===== config.mk =====
export PLATFORM = sky130hd
export DESIGN_NAME = alu_issue_ctrl
export DESIGN_NICKNAME = d
export VERILOG_FILES = /design/src/rtl/alu_issue_ctrl_pkg.sv /design/src/rtl/alu_issue_ctrl_reg_file.sv /design/src/rtl/alu_issue_ctrl.sv
export SDC_FILE = /design/constraint.sdc
export NUM_CORES = 2
export LEC_CHECK = 0
export CAP_MARGIN = 10
export CORE_MARGIN = 3
export CORE_UTILIZATION = 40
export CTS_BUF_LIST = sky130_fd_sc_hd__clkbuf_16
export CTS_CLUSTER_DIAMETER = 40
export DETAILED_ROUTE_END_ITERATION = 16
export SLEW_MARGIN = 15
export SYNTH_ARGS = -nofsm -noshare
export SYNTH_HDL_FRONTEND = slang
export SYNTH_SLANG_ARGS = --single-unit
export TNS_END_PERCENT = 10

===== constraint.sdc =====
create_clock -name i_clk -period 2.79 [get_ports i_clk]
set_input_delay 0.6975 -clock i_clk [delete_from_list [all_inputs] [get_ports i_clk]]
set_output_delay 0.6975 -clock i_clk [all_outputs]
set_load 0.01 [all_outputs]

===== src/rtl/alu_issue_ctrl_pkg.sv =====
// rtl/alu_issue_ctrl_pkg.sv - shared encodings for the ALU issue controller
package alu_issue_ctrl_pkg;

    localparam int REG_AW = 5;

    localparam logic [2:0] ALU_ADD = 3'd0;
    localparam logic [2:0] ALU_SUB = 3'd1;

    localparam logic [6:0] OPC_OP     = 7'b0110011;
    localparam logic [6:0] OPC_OP_IMM = 7'b0010011;
    localparam logic [6:0] OPC_SYSTEM = 7'b1110011;
    localparam logic [2:0] F3_ADD     = 3'b000;
    localparam logic [6:0] F7_ADD     = 7'b0000000;
    localparam logic [6:0] F7_SUB     = 7'b0100000;

    typedef enum logic [1:0] {
        ST_R_TYPE  = 2'd0,
        ST_I_TYPE  = 2'd1,
        ST_EOF     = 2'd2,
        ST_INVALID = 2'd3
    } status_e;

    typedef enum logic [2:0] {
        S_IDLE   = 3'd0,
        S_FETCH  = 3'd1,
        S_DECODE = 3'd2,
        S_EXEC   = 3'd3,
        S_WB     = 3'd4,
        S_HALT   = 3'd5
    } state_e;

endpackage


===== src/rtl/alu_issue_ctrl_reg_file.sv =====
// rtl/alu_issue_ctrl_reg_file.sv - 2R1W register file with hardwired-zero x0
module alu_issue_ctrl_reg_file
    import alu_issue_ctrl_pkg::*;
#(
    parameter int DATA_WIDTH = 32,
    parameter int NUM_REGS   = 32
) (
    input  logic                  i_clk,
    input  logic                  i_rst_n,
    input  logic [REG_AW-1:0]     i_raddr_a,
    output logic [DATA_WIDTH-1:0] o_rdata_a,
    input  logic [REG_AW-1:0]     i_raddr_b,
    output logic [DATA_WIDTH-1:0] o_rdata_b,
    input  logic                  i_we,
    input  logic [REG_AW-1:0]     i_waddr,
    input  logic [DATA_WIDTH-1:0] i_wdata
);

    logic [DATA_WIDTH-1:0] regs_q [NUM_REGS];

    always_ff @(posedge i_clk or negedge i_rst_n) begin
        if (!i_rst_n) begin
            for (int i = 0; i < NUM_REGS; i++) begin
                regs_q[i] <= '0;
            end
        end else if (i_we && (i_waddr != '0)) begin
            regs_q[i_waddr] <= i_wdata;
        end
    end

    assign o_rdata_a = (i_raddr_a == '0) ? '0 : regs_q[i_raddr_a];
    assign o_rdata_b = (i_raddr_b == '0) ? '0 : regs_q[i_raddr_b];

endmodule


===== src/rtl/alu_issue_ctrl.sv =====
// rtl/alu_issue_ctrl.sv - fetch/decode/issue/writeback controller in front of the integer ALU
module alu_issue_ctrl
    import alu_issue_ctrl_pkg::*;
#(
    parameter int DATA_WIDTH = 32,
    parameter int ADDR_WIDTH = 32,
    parameter int NUM_REGS   = 32
) (
    input  logic                  i_clk,
    input  logic                  i_rst_n,
    output logic [ADDR_WIDTH-1:0] o_imem_addr,
    input  logic [31:0]           i_imem_rdata,
    output logic [2:0]            o_alu_op,
    output logic [DATA_WIDTH-1:0] o_alu_a,
    output logic [DATA_WIDTH-1:0] o_alu_b,
    input  logic [DATA_WIDTH-1:0] i_alu_data,
    input  logic                  i_alu_overflow,
    output logic [1:0]            o_status,
    output logic                  o_status_valid,
    output logic                  o_halt
);

    state_e                state_q, state_d;
    logic [ADDR_WIDTH-1:0] pc_q, imem_addr_q;
    logic [REG_AW-1:0]     rd_q;
    status_e               kind_q, status_q;
    logic [2:0]            alu_op_q;
    logic [DATA_WIDTH-1:0] alu_a_q, alu_b_q, res_q;
    logic                  ovf_q;

    logic [6:0]            opcode, funct7;
    logic [2:0]            funct3;
    logic [REG_AW-1:0]     rs1, rs2;
    logic [DATA_WIDTH-1:0] rf_a, rf_b, imm_ext;
    status_e               dec_kind;
    logic [2:0]            dec_op;
    logic                  dec_imm;
    logic                  wb_ok, rf_we;
    logic [ADDR_WIDTH-1:0] pc_next;

    assign opcode  = i_imem_rdata[6:0];
    assign funct3  = i_imem_rdata[14:12];
    assign rs1     = i_imem_rdata[19:15];
    assign rs2     = i_imem_rdata[24:20];
    assign funct7  = i_imem_rdata[31:25];
    assign imm_ext = {{(DATA_WIDTH-12){i_imem_rdata[31]}}, i_imem_rdata[31:20]};

    always_comb begin
        dec_kind = ST_INVALID;
        dec_op   = ALU_ADD;
        dec_imm  = 1'b0;
        if (opcode == OPC_OP && funct3 == F3_ADD && funct7 == F7_ADD) begin
            dec_kind = ST_R_TYPE;
        end else if (opcode == OPC_OP && funct3 == F3_ADD && funct7 == F7_SUB) begin
            dec_kind = ST_R_TYPE;
            dec_op   = ALU_SUB;
        end else if (opcode == OPC_OP_IMM && funct3 == F3_ADD) begin
            dec_kind = ST_I_TYPE;
            dec_imm  = 1'b1;
        end else if (opcode == OPC_SYSTEM) begin
            dec_kind = ST_EOF;
        end
    end

    // Only arithmetic that did not overflow commits and advances the PC.
    assign wb_ok   = ((kind_q == ST_R_TYPE) || (kind_q == ST_I_TYPE)) && !ovf_q;
    assign rf_we   = (state_q == S_WB) && wb_ok;
    assign pc_next = pc_q + ADDR_WIDTH'(4);

    alu_issue_ctrl_reg_file #(
        .DATA_WIDTH(DATA_WIDTH),
        .NUM_REGS  (NUM_REGS)
    ) u_rf (
        .i_clk    (i_clk),
        .i_rst_n  (i_rst_n),
        .i_raddr_a(rs1),
        .o_rdata_a(rf_a),
        .i_raddr_b(rs2),
        .o_rdata_b(rf_b),
        .i_we     (rf_we),
        .i_waddr  (rd_q),
        .i_wdata  (res_q)
    );

    always_ff @(posedge i_clk or negedge i_rst_n) begin
        if (!i_rst_n) begin
            state_q <= S_IDLE;
        end else begin
            state_q <= state_d;
        end
    end

    always_comb begin
        state_d = state_q;
        case (state_q)
            S_IDLE:   state_d = S_FETCH;
            S_FETCH:  state_d = S_DECODE;
            S_DECODE: state_d = S_EXEC;
            S_EXEC:   state_d = S_WB;
            S_WB:     state_d = wb_ok ? S_FETCH : S_HALT;
            S_HALT:   state_d = S_HALT;
            default:  state_d = S_IDLE;
        endcase
    end

    always_comb begin
        o_status_valid = (state_q == S_WB);
        o_halt         = (state_q == S_HALT);
    end

    always_ff @(posedge i_clk or negedge i_rst_n) begin
        if (!i_rst_n) begin
            pc_q        <= '0;
            imem_addr_q <= '0;
            rd_q        <= '0;
            kind_q      <= ST_R_TYPE;
            status_q    <= ST_R_TYPE;
            alu_op_q    <= ALU_ADD;
            alu_a_q     <= '0;
            alu_b_q     <= '0;
            res_q       <= '0;
            ovf_q       <= 1'b0;
        end else begin
            case (state_q)
                S_IDLE: imem_addr_q <= pc_q;
                S_DECODE: begin
                    rd_q   <= i_imem_rdata[11:7];
                    kind_q <= dec_kind;
                    // EOF/INVALID leave the ALU operands untouched so they stay stable.
                    if (dec_kind == ST_R_TYPE || dec_kind == ST_I_TYPE) begin
                        alu_op_q <= dec_op;
                        alu_a_q  <= rf_a;
                        alu_b_q  <= dec_imm ? imm_ext : rf_b;
                    end
                end
                S_EXEC: begin
                    res_q <= i_alu_data;
                    ovf_q <= i_alu_overflow;
                    if ((kind_q == ST_R_TYPE || kind_q == ST_I_TYPE) && i_alu_overflow) begin
                        status_q <= ST_INVALID;
                    end else begin
                        status_q <= kind_q;
                    end
                end
                S_WB: begin
                    if (wb_ok) begin
                        pc_q        <= pc_next;
                        imem_addr_q <= pc_next;
                    end
                end
                default: ;
            endcase
        end
    end

    assign o_imem_addr = imem_addr_q;
    assign o_alu_op    = alu_op_q;
    assign o_alu_a     = alu_a_q;
    assign o_alu_b     = alu_b_q;
    assign o_status    = status_q;

endmodule


# After elaboration in Yosys (flattened, before gate mapping)
# Index checks and enable logic that the tools add are counted.
[word_totals]
ff_bits = 1200
[classes]
addsub = 1
order_cmp = 4
n_eq_ne = 12
mux = 26
bitwise_logic = 3
n_reduce_logical = 24
[op_table]
columns = ["operator", "n"]
rows = [
  ["$bwmux 1024", 1],
  ["$bmux 32 s5", 2],
  ["$mux 32", 9],
  ["$demux 32 s5", 1],
  ["$pmux 32 s2", 1],
  ["$add 32x3->32 const B", 1],
  ["$ge 6x6->1 const B", 3],
  ["$not 5->6", 3],
  ["$pmux 3 s6", 1],
  ["$eq 7x6->1 const B", 2],
  ["$logic_not 5->1", 2],
  ["$logic_and 1x1->1", 9],
  ["$mux 2", 4],
  ["$eq 7x5->1 const B", 1],
  ["$eq 7x7->1 const B", 1],
  ["$logic_not 7->1", 1],
  ["$eq 3x2->1 const B", 2],
  ["$eq 3x3->1 const B", 2],
  ["$logic_not 3->1", 2],
  ["$lt 6x1->1 const B", 1],
  ["$mux 3", 2],
  ["$reduce_and 2->1", 3],
  ["$mux 1", 5],
  ["$reduce_bool 5->1", 1],
  ["other kinds (7)", 10],
]

# Logic depth before layout (Yosys ltp)
[logic_depth]
depth_word = 8
depth_mapped = 10
mapped_depth_nobuf = 6

# Modules after synthesis
# Synthesis repeated with hierarchy kept, for this count alone.
[unflattened]
hier_cells = 4165
hier_area_um2 = 61395.1
[by_module_without_submodules]
columns = ["mod", "n_inst", "cells_per_inst", "area_each_um2", "seq_area_each_um2"]
rows = [
  ["alu_issue_ctrl_reg_file", 1, 3514, 54019.3, 25624.6],
  ["alu_issue_ctrl", 1, 651, 7375.8, 4254.1],
]

# Worst setup path before layout
# No wires, ideal clock.
[synth_timing]
kind = "input to register"
start = "in i_imem_rdata[15]"
end = "reg alu_a_q[0] (netlist: o_alu_a[0])"
setup_time_ns = 0.126
arrival_time_ns = 2.657
path_slack_ns = 0.007
cell_stages = 5
cell_sequence = "buf_2 clkbuf_1 mux4_2 mux4_2 a221o_1"
[synth_via]
elab_chain_cells = 5
[synth_lines]
columns = ["item", "line", "rtl"]
rows = [
  ["start, declared", "alu_issue_ctrl.sv:12", "input logic [31:0] i_imem_rdata,"],
  ["$not 5->6 (implied by the code)", "alu_issue_ctrl_reg_file.sv:31", "assign o_rdata_a = (i_raddr_a == '0) ? '0 : regs_q[i_raddr_a];"],
  ["$bmux 32 s5", "alu_issue_ctrl_reg_file.sv:31", ""],
  ["$mux 32 (implied by the code) (2 in a row)", "alu_issue_ctrl_reg_file.sv:31", ""],
  ["$mux 32 (*)", "alu_issue_ctrl_reg_file.sv:31", ""],
  ["end signal, assigned", "alu_issue_ctrl.sv:132", "alu_a_q <= rf_a;"],
  ["end, declared", "alu_issue_ctrl.sv:28", "logic [DATA_WIDTH-1:0] alu_a_q, alu_b_q, res_q;"],
]
# Mark *: on every way between the ends. The rest lies on a longest branch, timed or not. The select of a mux whose other input is x is not followed.
# A chain may end at the register's enable or synchronous reset.

# Final worst setup path
[layout_timing]
start = "reg state_q[0]"
end = "reg u_rf.regs_q[775] (netlist bit)"
[layout_via]
elab_chain_cells = 3
[layout_lines]
columns = ["item", "line", "rtl"]
rows = [
  ["start, declared", "alu_issue_ctrl.sv:23", "state_e state_q, state_d;"],
  ["start signal, assigned", "alu_issue_ctrl.sv:89", "state_q <= state_d;"],
  ["$eq 3x3->1", "alu_issue_ctrl.sv:67", "assign rf_we = (state_q == S_WB) && wb_ok;"],
  ["$logic_and 1x1->1", "alu_issue_ctrl.sv:67", ""],
  ["$logic_and 1x1->1", "alu_issue_ctrl_reg_file.sv:26", "end else if (i_we && (i_waddr != '0)) begin"],
  ["end signal, assigned by index", "alu_issue_ctrl_reg_file.sv:27", "regs_q[i_waddr] <= i_wdata;"],
  ["end, declared", "alu_issue_ctrl_reg_file.sv:19", "logic [DATA_WIDTH-1:0] regs_q [NUM_REGS];"],
]
# No other way between the ends.

==> reports/results.ini <==
[outcome]
status = finished, final reports clean

[clock_network]
clock_latency_ps = 810
ctsRootBufferMaster = clkbuf_16
cts_max_level = 4
clock_sinks = 1194
cts_buffer_depth = 3
cts_tree = done
path_clk_slew_ps = 60
cts_buffers = 170

[global_routing]
grt_max_degree = 82
track_usage = 0.254
grt_pass1_wl_um = 291000
grt_overflow = 0
grt_pass1_vias = 40400
antenna_found_initial = 8

[setup_path]
required_ps = 3460
critPathTopFamily = simple AND/OR/NAND/NOR gates
end_kind = flop
start_kind = flop
r2r-start = state_q[0]
reg2reg_depth = 8
worst_ep_arrival_time_ps = 3350
critPathKind = flop to flop
critPathBufInv = 3
timing.reg2reg.setup_slack_ps = 100
cp_max_fo = 25
cp_common_cell = buf_4
max_stage_delay_ps = 420
worstReg2RegEnd = u_rf.regs_q[775]
critPathSlowestCell = or3b_4
path_cells = or3b_4, buf_4, nor2_4, nand3_2, buf_4, nor3_4, buf_12, mux2_2

[floorplan]
die_h_um = 396
start_util = 0.404
die-width_um = 396
die-area_sq_mm = 0.157
fp.coreArea_sq_mm = 0.150
io_pins = 170
rows = 142

[routing]
wl_um = 198000
drc = 0
final_antenna_net_count = 0
vias = 39200
vias_per_cell = 6.17
drt_iter0_markers = 3547
wl_per_cell_um = 31.1
first_pass_iters = 5

[place]
numPortBuffers = 165
gp_congestion = 0.838
dp.cells = 6031
hpwl_um = 126000

[synth]
async_flop_share = 1.00
synthesis.area_sq_mm = 0.0608
synth_area_leaders = dfrtp_1, mux4_2, mux2_2, clkbuf_1, mux2_1
synth_flop_cell = dfrtp_1
syn_avg_cell_area_sq_um = 15.4
netlist.area_leader.share = 0.492
syn_inst = 3952
yosysWarningCount = 0
synth-seq-cells = 1194
yosysSeqAreaShare = 0.492
synth_top_cell_by_area = dfrtp_1
synth_edf_count = 0
ys_types = 67

[timing]
finalCritPeriodShare = 0.963
relSlewSlack = 0.213
setup_viol = 0
rsz0062_at_grt = false
max_slew.worst_pin.slew_ps = 1180
timing.hold.ws_ps = 394
tns_ps = 0
fmax_mhz = 372
drv_slew = 0
clock_skew_ps = 27.7
finalHoldViolCount = 0
min_period_ps = 2690

[finish]
multi_input_area_sq_mm = 0.0292
fillCellCount = 12900
drive_gt1_frac = 0.505
regArea_sq_mm = 0.0299
nNetsFinal = 4257
layout_common_cells = dfrtp_1, mux2_2, mux4_2, buf_4, clkbuf_16
final_common_cell = dfrtp_1
area_growth_pct = 20.4
final_cells = 6347

[job]
cap_viol_max_count = 0

[worst_hold_path]
worstHoldStart = u_rf.regs_q[1001]
hp-class = flop to flop
worstHoldEndpoint = u_rf.regs_q[1001]
hold_depth = 0

[power_and_ir_drop]
leakage_nw = 33.0
vdd_drop_max_mv = 0.547
power_density_mw_per_mm2 = 618

## metrics by stage
step / util / power (mW) / instance area, sq um / setup slack [ps]
finish: 0.487 / 45.2 / 73100 / 104
global route: 0.487 / 46.7 / 73100 / 6.61
CTS: 0.487 / 45.5 / 73100 / 57.4
detailed placement: 0.448 / 23.8 / 67400 / -341
global placement: 0.448 / 23.8 / 67400 / -301
floorplan: - / 21.4 / 60800 / 6.63
## how the worst max path moves through the flow
| stage | from | endpoint | slack, ps | cells after the start |
|---|---|---|---|---|
| floorplan | i_imem_rdata[15] | o_alu_a[0] | 7 | 5 |
| global placement | i_imem_rdata[6] | o_alu_b[10] | -300 | 8 |
| global route | state_q[0] | u_rf.regs_q[785] | 7 | 8 |
| finish | state_q[0] | u_rf.regs_q[775] | 100 | 8 |
| detailed placement | i_imem_rdata[6] | o_alu_a[3] | -340 | 9 |
| CTS | state_q[0] | o_status_valid | 60 | 4 |
## cell usage after synthesis (3+ instances only)
| master | instances |
|---|---|
| nand3_1 | 22 |
| o211ai_1 | 9 |
| buf_1 | 50 |
| or3_1 | 3 |
| a221o_1 | 32 |
| nor3_1 | 40 |
| a31oi_1 | 3 |
| and2_1 | 7 |
| mux2_1 | 77 |
| o221ai_1 | 20 |
| nor3b_1 | 3 |
| inv_1 | 8 |
| buf_4 | 19 |
| nand2_1 | 87 |
| dfrtp_1 | 1194 |
| o22ai_1 | 54 |
| o21ai_0 | 34 |
| o32a_1 | 8 |
| a211oi_1 | 12 |
| mux2_2 | 959 |
| a21oi_1 | 6 |
| nor3_2 | 6 |
| nand2b_1 | 6 |
| buf_6 | 9 |
| xor2_1 | 12 |
| buf_2 | 113 |
| clkbuf_1 | 252 |
| o22a_1 | 21 |
| a22oi_1 | 64 |
| nand4_1 | 15 |
| mux2i_1 | 62 |
| mux4_2 | 542 |
| nor4_1 | 10 |
| nor2b_1 | 17 |
| and4_1 | 3 |
| or4_1 | 3 |
| xnor2_1 | 45 |
| nor2_1 | 51 |
| and3_1 | 9 |
| a21boi_0 | 32 |
## report_power, final
part / internal (mW) / switching [mW]
Sequential: 17.6 / 2.38
Combinational: 1.51 / 1.98
Clock: 13.0 / 8.68
## worst register-to-register path, delay by kind of cell, from the launching register on
family                 cells  cell delay [ps]
and+or+nand+nor            4             1010
buffers and inverters      3              720
muxes                      1              440
DFF                        1              380
## logic make-up after synthesis
family,count (synthesis),share of synthesized area
muxes,1640,0.403
DFF,1194,0.492
buffers and inverters,452,0.0325
AOI/OAI and AO/OA,304,0.0375
and+or+nand+nor,303,0.0266
xor gates and xnor gates,57,0.00822
adders and majority gates,1,0.000206
other,1,0.0000617
## sequential cells by signal (all words and copies together) (netlist names), 2 cells and up
register,flops
u_rf.regs_q,1024
o_imem_addr,30
o_alu_b,32
state_q,3
kind_q,2
pc_q,30
rd_q,5
o_status,2
res_q,32
o_alu_a,32
## cell type report
cell class | count | area share
antenna | 1 | 0.0000342
clock buffer | 172 | 0.0588
clock inverter | 141 | 0.0195
inverter | 9 | 0.000496
multi-input combinational | 2309 | 0.399
sequential | 1194 | 0.409
tap | 2016 | 0.0345
timing repair buffer | 505 | 0.0792
## what timing repair did
action,CTS,global route
hold buffers,1,0
endpoints found under the hold margin,39,0
endpoints found under the setup margin,2,0
gates resized for setup,9,0
buffers inserted,1,0
## per-layer routing
metal | up-vias | global-route usage | routed length, um
li1 | 15800 | - | -
met1 | 21400 | 0.357 | 85200
met2 | 1602 | 0.396 | 92300
met3 | 374 | 0.0476 | 13400
met4 | 2 | 0.0866 | 6760
met5 | - | 0 | 7
Note: power is estimated with default switching activity, not from simulation.
